===== src/rtl/hack_ctrl_pkg.sv =====
// Shared types and constants for the Hack CPU fetch/execute controller.
package hack_ctrl_pkg;

  typedef enum logic [1:0] {
    StRst,
    StHalt,
    StFetch,
    StExec
  } ctrl_state_e;

  // Jump field bit positions within a C-instruction.
  localparam int unsigned JumpBitJ1 = 2;
  localparam int unsigned JumpBitJ2 = 1;
  localparam int unsigned JumpBitJ3 = 0;

  localparam int unsigned CInstrBit          = 15;
  localparam int unsigned ImemTimeoutDefault = 15;

endpackage


===== src/rtl/hack_jump_cond.sv =====
// Combinational jump decision for a Hack instruction given the ALU flags.
module hack_jump_cond
  import hack_ctrl_pkg::*;
(
  input  logic [15:0] instr_i,
  input  logic        alu_zr_i,
  input  logic        alu_ng_i,
  output logic        jump_o
);

  always_comb begin
    jump_o = 1'b0;
    if (instr_i[CInstrBit]) begin
      jump_o = (instr_i[JumpBitJ1] & alu_ng_i) |
               (instr_i[JumpBitJ2] & alu_zr_i) |
               (instr_i[JumpBitJ3] & ~alu_ng_i & ~alu_zr_i);
    end
  end

endmodule


===== src/rtl/hack_fetch_ctrl.sv =====
// Hack CPU fetch/execute sequencer: run/step/halt control, fetch timeout and retire count.
module hack_fetch_ctrl
  import hack_ctrl_pkg::*;
#(
  parameter int unsigned IMEM_TIMEOUT = ImemTimeoutDefault
) (
  input  logic        clk_i,
  input  logic        reset_i,
  input  logic        run_i,
  input  logic        step_i,
  input  logic        halt_req_i,
  input  logic [15:0] pc_out_i,
  output logic        pc_reset_o,
  output logic        pc_load_o,
  output logic        pc_incr_o,
  output logic        imem_req_o,
  output logic [14:0] imem_addr_o,
  input  logic        imem_ack_i,
  input  logic [15:0] imem_data_i,
  output logic [15:0] instr_o,
  output logic        instr_valid_o,
  input  logic        exec_done_i,
  input  logic        alu_zr_i,
  input  logic        alu_ng_i,
  output logic        halted_o,
  output logic        fault_o,
  output logic [15:0] retired_o
);

  localparam int unsigned WaitW = $clog2(IMEM_TIMEOUT + 1);

  ctrl_state_e      state_q, state_d;
  logic [15:0]      instr_q, instr_d;
  logic             instr_valid_q, instr_valid_d;
  logic             fault_q, fault_d;
  logic [15:0]      retired_q, retired_d;
  logic             halt_pend_q, halt_pend_d;
  logic             step_mode_q, step_mode_d;
  logic [WaitW-1:0] wait_q, wait_d;
  logic             jump;
  logic             unused_pc_msb;

  hack_jump_cond u_jump_cond (
    .instr_i  (instr_q),
    .alu_zr_i (alu_zr_i),
    .alu_ng_i (alu_ng_i),
    .jump_o   (jump)
  );

  // Fetch address space is 15 bits; PC bit 15 wraps away.
  assign imem_addr_o   = pc_out_i[14:0];
  assign unused_pc_msb = pc_out_i[15];

  always_comb begin
    state_d       = state_q;
    instr_d       = instr_q;
    instr_valid_d = 1'b0;
    fault_d       = fault_q;
    retired_d     = retired_q;
    halt_pend_d   = halt_pend_q;
    step_mode_d   = step_mode_q;
    wait_d        = wait_q;
    pc_reset_o    = 1'b0;
    pc_load_o     = 1'b0;
    pc_incr_o     = 1'b0;
    imem_req_o    = 1'b0;
    halted_o      = 1'b0;

    unique case (state_q)
      StRst: begin
        pc_reset_o  = 1'b1;
        halt_pend_d = 1'b0;
        step_mode_d = 1'b0;
        wait_d      = '0;
        state_d     = StHalt;
      end
      StHalt: begin
        halted_o = 1'b1;
        if (run_i) begin
          step_mode_d = 1'b0;
          state_d     = StFetch;
        end else if (step_i) begin
          step_mode_d = 1'b1;
          state_d     = StFetch;
        end
      end
      StFetch: begin
        imem_req_o = 1'b1;
        if (halt_req_i) halt_pend_d = 1'b1;
        if (imem_ack_i) begin
          instr_d       = imem_data_i;
          instr_valid_d = 1'b1;
          wait_d        = '0;
          state_d       = StExec;
        end else if (wait_q == WaitW'(IMEM_TIMEOUT - 1)) begin
          fault_d     = 1'b1;
          wait_d      = '0;
          halt_pend_d = 1'b0;
          step_mode_d = 1'b0;
          state_d     = StHalt;
        end else begin
          wait_d = wait_q + WaitW'(1);
        end
      end
      StExec: begin
        if (halt_req_i) halt_pend_d = 1'b1;
        if (exec_done_i) begin
          pc_load_o = jump;
          pc_incr_o = ~jump;
          retired_d = retired_q + 16'd1;
          // A halt_req arriving in the boundary cycle itself still wins over run.
          if (halt_pend_q || halt_req_i || step_mode_q || !run_i) begin
            halt_pend_d = 1'b0;
            step_mode_d = 1'b0;
            state_d     = StHalt;
          end else begin
            state_d = StFetch;
          end
        end
      end
      default: state_d = StRst;
    endcase

    // A reset abandons the instruction in flight, so the PC must not move.
    if (reset_i) begin
      pc_load_o = 1'b0;
      pc_incr_o = 1'b0;
    end
  end

  always_ff @(posedge clk_i) begin
    if (reset_i) begin
      state_q       <= StRst;
      instr_q       <= '0;
      instr_valid_q <= 1'b0;
      fault_q       <= 1'b0;
      retired_q     <= '0;
      halt_pend_q   <= 1'b0;
      step_mode_q   <= 1'b0;
      wait_q        <= '0;
    end else begin
      state_q       <= state_d;
      instr_q       <= instr_d;
      instr_valid_q <= instr_valid_d;
      fault_q       <= fault_d;
      retired_q     <= retired_d;
      halt_pend_q   <= halt_pend_d;
      step_mode_q   <= step_mode_d;
      wait_q        <= wait_d;
    end
  end

  assign instr_o       = instr_q;
  assign instr_valid_o = instr_valid_q;
  assign fault_o       = fault_q;
  assign retired_o     = retired_q;

endmodule


===== config.mk =====
export PLATFORM = sky130hd
export DESIGN_NAME = hack_fetch_ctrl
export DESIGN_NICKNAME = d
export VERILOG_FILES = /design/src/rtl/hack_ctrl_pkg.sv /design/src/rtl/hack_jump_cond.sv /design/src/rtl/hack_fetch_ctrl.sv
export SDC_FILE = /design/constraint.sdc
export NUM_CORES = 1
export LEC_CHECK = 0
export BUFFER_PORTS_ARGS = -buffer_cell sky130_fd_sc_hd__buf_2
export CORE_MARGIN = 2
export CORE_UTILIZATION = 49
export CTS_BUF_LIST = sky130_fd_sc_hd__clkbuf_8 sky130_fd_sc_hd__clkbuf_16
export DETAILED_ROUTE_END_ITERATION = 8
export HOLD_SLACK_MARGIN = 0.05
export PLACE_DENSITY_LB_ADDON = 0.3
export SLEW_MARGIN = 20
export SYNTH_ARGS = -nofsm -noshare
export SYNTH_HDL_FRONTEND = slang
export SYNTH_SLANG_ARGS = --single-unit

===== constraint.sdc =====
create_clock -name clk_i -period 3.1 [get_ports clk_i]
set_input_delay 0.155 -clock clk_i [delete_from_list [all_inputs] [get_ports clk_i]]
set_output_delay 0.155 -clock clk_i [all_outputs]
set_load 0.01 [all_outputs]

## Word level (Yosys, flattened, before mapping)

Index checks and enable logic that the tools add are counted.

| operators by class | value |
|---|---|
| shift operators | 0 |
| eq/ne operators | 10 |
| div/mod/pow operators | 0 |
| mux-type cells | 34 |
| bitwise logic cells | 11 |
| add/subtract/negate cells | 2 |
| order comparisons | 0 |
| reduce and logical (&&, ||, !) cells | 13 |
| multipliers | 0 |

Operator list:

| kind | number |
|---|---|
| 1-bit 2-to-1 mux | 22 |
| 16-bit by 1-bit adder with 16-bit output, second input constant | 1 |
| 2-bit 2-to-1 mux | 6 |
| 4-bit 2-to-1 mux | 2 |
| 2-bit != test, second input constant | 4 |
| 2-bit case mux with 4 select lines | 1 |
| 4-bit case mux with 2 select lines | 1 |
| 3-bit != test, second input constant | 2 |
| 3-bit AND reduction | 2 |
| 1-bit NOT | 5 |
| 5-bit AND reduction | 1 |
| 4-bit by 1-bit adder with 4-bit output, second input constant | 1 |
| 1-bit bitwise AND | 4 |
| 2-bit == test, second input constant | 2 |
| 4-bit == test, second input constant | 1 |
| 1-bit case mux with 4 select lines | 1 |
| 2-bit AND reduction | 2 |
| 1-bit logical OR | 3 |
| 1-bit case mux with 3 select lines | 1 |
| 3-bit nonzero test | 1 |
| 2-bit by 1-bit == test with 1-bit output, second input constant | 1 |
| 2-bit zero test | 1 |
| 1-bit OR | 2 |
| 2-bit nonzero test | 1 |
| 2 further kinds | 2 |

| storage, ports and cells | value |
|---|---|
| memory bits (writable) | 0 |
| latch bits | 0 |
| memories kept | 0 |
| register bits after elaboration | 42 |
| ROM bits | 0 |
| bits of input ports | 41 |

## Longest topological paths before layout

| depth | value |
|---|---|
| depth in word-level cells | 9 |
| gate-level depth with buffers | 6 |
| depth with buffers taken out | 6 |

## Modules after synthesis

A second synthesis with hierarchy kept.

| unflattened totals | value |
|---|---|
| cell total of the unflattened synthesis | 233 |
| area, all modules | 1939.4 µm² |

Modules (own cells, without submodules):

| module | seq. area each (µm²) | cells an instance | instances | area each (µm²) |
|---|---|---|---|---|
| hack_fetch_ctrl | 840.8 | 230 | 1 | 1915.6 |
| hack_jump_cond | 0.0 | 3 | 1 | 23.8 |

## Worst setup path before layout

No wires, ideal clock.

| timing | value |
|---|---|
| path type | reg2reg |
| start | register retired_q[4], in the netlist retired_o[4] |
| end | register retired_q[15], in the netlist retired_o[15] |
| library setup time | 70 ps |
| cell stages (with the launch flop) | 5 |
| slack | 1430 ps |
| period minus slack after synthesis | 1670 ps |
| arrival | 1600 ps |
| path through | dfxtp_1 > nand4_2 > or3_4 > or4_1 > a21oi_1 |

| between the ends | value |
|---|---|
| word-level cells in the longest chain between the ends | 1 |

Ends and longest elaborated chain:

| item | line | source |
|---|---|---|
| start, declared | hack_fetch_ctrl.sv:36 | `logic [15:0] retired_q, retired_d;` |
| start signal, assigned | hack_fetch_ctrl.sv:146 | `retired_q <= retired_d;` |
| 16-bit by 1-bit adder with 16-bit output | hack_fetch_ctrl.sv:110 | `retired_d = retired_q + 16'd1;` |

No other way between the ends.
A chain may end at the register's enable or synchronous reset.

## Worst setup path after layout

| timing | value |
|---|---|
| start | register state_q[0] |
| end | register retired_q[12], in the netlist retired_o[12] |

| between the ends | value |
|---|---|
| word-level cells in the longest chain between the ends | 2 |

Ends and longest elaborated chain:

| item | line | source |
|---|---|---|
| start, declared | hack_fetch_ctrl.sv:32 | `ctrl_state_e state_q, state_d;` |
| start signal, assigned | hack_fetch_ctrl.sv:133 | `state_q <= StRst;` |
| start signal, assigned | hack_fetch_ctrl.sv:142 | `state_q <= state_d;` |
| 2-bit == test | hack_fetch_ctrl.sv:69 | `unique case (state_q)` |
| 2-bit AND reduction (no line) | n/a |  |

No other way between the ends.

==> results.yml <==
synthesis:
  synth_xor_area_share_pct: 2.74
  synth_top_area_share_pct: 43.9
  synth-compound-area-share_pct: 14.8
  synth-simple-area-share_pct: 26.6
  ys_async_sr_fraction_pct: 0
  muxShareOfSynthArea_pct: 0.587
  synth_adder_area_share_pct: 1.96
  synth_nets: 281
  synth_top_family_by_area: "simple AND/OR/NAND/NOR gates"
  seq_area_frac_synth_pct: 43.9
  synth.avg_cell_area_um2: 8.09
  post-synth-top-area-cell: "dfxtp_1"
  netlist_top_cells_area: "dfxtp_1 (44%), nand2_1 (9.8%), a21oi_1 (7.8%)"
  synth_cell_types: 42
  synthCells: 237
  netlist_area_mm2: 0.00192
  synth-edff-count: 0
  ys_ff_latch: 42
  yosysWarnings: 0
  synth_ff_type: "dfxtp_1"
power_and_ir_drop:
  power.density_mw_per_mm2: 458
  peakVddDrop_uv: 279
  p_leak_uw: 0.000926
timing:
  setup_viol: 0
  min_period_over_period_pct: 64.9
  tns_ps: 0
  final_max_slew_viol_count: 0
  clock_skew_ps: 4.13
  layout_setup_ws_ps: 1090
  max_freq_mhz: 497
  max_slew.worst_pin.slew_ps: 810
  finalHoldViolations: 0
  rsz0062_at_grt: "no"
  min_period_ps: 2010
  slew_headroom_pct: 46.0
drt:
  drtPass1Iterations: 6
  wl_um: 3960
  drc: 0
  drt_iter0_drc: 101
  wl_per_cell_um: 12.0
  antenna_left: 0
  viasPerCell: 5.19
  vias: 1712
finish:
  nets: 325
  area_growth_pct: 15.9
  drive_gt1_share_pct: 28.0
  antenna_cells: 0
global_routing:
  grt_pass1_wl_um: 6750
  grt_max_degree: 47
  track_usage_pct: 20.0
  antenna_found_initial: 0
  gr-total-overflow: 0
  grt_pass1_vias: 1574
critical_path:
  crit_start: "state_q[0]"
  cpPeakStageDelay_ps: 570
  rr_worst_depth: 4
  cp-start-kind: "flip-flop"
  critical_path.max_fanout: 12
  arrival_ps: 2200
  crit_type: "flip-flop to flip-flop"
  cp_cell_sequence: "and3_1 > nand3_1 > nor4_1 > mux2_2"
  r2r-start: "state_q[0]"
  worstSetupEndpointType: "flip-flop"
  required_ps: 3290
  crit_slowest_cell: "dfxtp_1"
cts:
  cts_tree: "done"
  path_clk_slew_ps: 80
  clk_latency_ps: 290
  cts_buffers: 5
  post_cts_buffers: 0
  ctsResizeCount: 0
  cts_hold_buf: 0
  ctsLongestPathBuffers: 2
  cts_num_sinks: 42
  h-tree-depth: 2
  cts_root_buffer: "clkbuf_8"
floorplan:
  rows: 22
  fp.dieW_um: 66.5
  coreArea_mm2: 0.00372
  initial_core_util_pct: 51.6
  boundaryPins: 95
  die-area_mm2: 0.00443
  die_h_um: 66.5
hold_path:
  hold_start: "imem_data_i[3]"
  holdPathStages: 3
  holdCritPathClass: "primary input to flip-flop"
place:
  gp_congestion: 0.790
  io_buffer_count: 63
  hpwl_um: 2820
  place_ws_ps: 1090
status:
  status: "finished, final reports clean"
job:
  drv_cap: 0
cell families after synthesis:
group | after synthesis
AND/OR/NAND/NOR | 105
AO/OA/AOI/OAI | 49
flip-flops | 42
buffers and inverters | 31
XOR/XNOR | 6
adder cells (fa/ha/maj) | 3
multiplexers | 1
worst max-delay path: cells and delay by family, from the launching register on:
| kind | cells | cell delay, ps |
|---|---|---|
| and+or+nand+nor | 3 | 960 |
| DFF | 1 | 570 |
| muxes | 1 | 380 |
registers in the layout (all words and copies together), names as in the netlist:
name	cells
instr_o	16
retired_o	16
wait_q	4
state_q	2
fault_o	1
halt_pend_q	1
instr_valid_o	1
step_mode_q	1
worst paths after layout:
kind	to	slack [ps]
min	instr_o[3]	90
min reg2reg	instr_o[5]	450
max	retired_o[12]	1090
max reg2reg	retired_o[12]	1090
cell usage in the layout (no fill, tap or decap), types with 3 or more instances in the layout:
master	Yosys	layout
dfxtp_1	42	42
nor3_1	5	5
o21ai_0	8	8
or3_1	5	5
clkbuf_8	0	6
a21oi_1	30	30
inv_1	5	6
nor2_1	13	13
xnor2_1	4	4
buf_2	1	63
ha_1	3	3
nand3_1	8	8
nand4_1	3	3
nand2_1	50	50
and2_1	3	3
per-layer routing:
| metal | up-vias | part of all wire [%] | GRT usage, % |
|---|---|---|---|
| met4 | 0 | 2.2 | 10.7 |
| met2 | 58 | 45 | 32.8 |
| li1 | 887 | - | - |
| met5 | - | 0 | 0 |
| met1 | 758 | 45 | 23.7 |
| met3 | 9 | 8.0 | 5.41 |
synthesized netlist by cell type, drive strengths merged (3+ instances only):
| cell | n |
|---|---|
| nand2 | 50 |
| dfxtp | 42 |
| a21oi | 30 |
| buf | 19 |
| nor2 | 13 |
| nand3 | 9 |
| o21ai | 8 |
| or3 | 8 |
| clkbuf | 7 |
| inv | 5 |
| nor3 | 5 |
| nand4 | 4 |
| xnor2 | 4 |
| and2 | 3 |
| ha | 3 |
where the power goes:
group          switching, uW  internal [uW]  leakage, uW
Combinational           54.1           38.4     0.000534
Clock                    180            176    0.0000524
Sequential              15.4            553     0.000340
final cells by class:
cell class | count | area (um^2)
fill | 358 | 1500
multi-input combinational | 164 | 895
tap | 48 | 60.1
clock buffer | 6 | 82.6
sequential | 42 | 841
inverter | 5 | 18.8
clock inverter | 2 | 8.76
timing repair buffer | 63 | 315
metrics by stage:
step	instance area (um^2)	util [%]	total power [uW]	hold slack, ps	cells
floorplan	1920	-	657	291	237
global placement	2130	57.3	673	310	322
detailed placement	2130	57.3	674	310	322
CTS	2220	59.8	1030	81.1	330
global route	2220	59.8	1070	95.7	330
finish	2220	59.8	1020	90.4	330
Power figures use the tool's default switching activity.
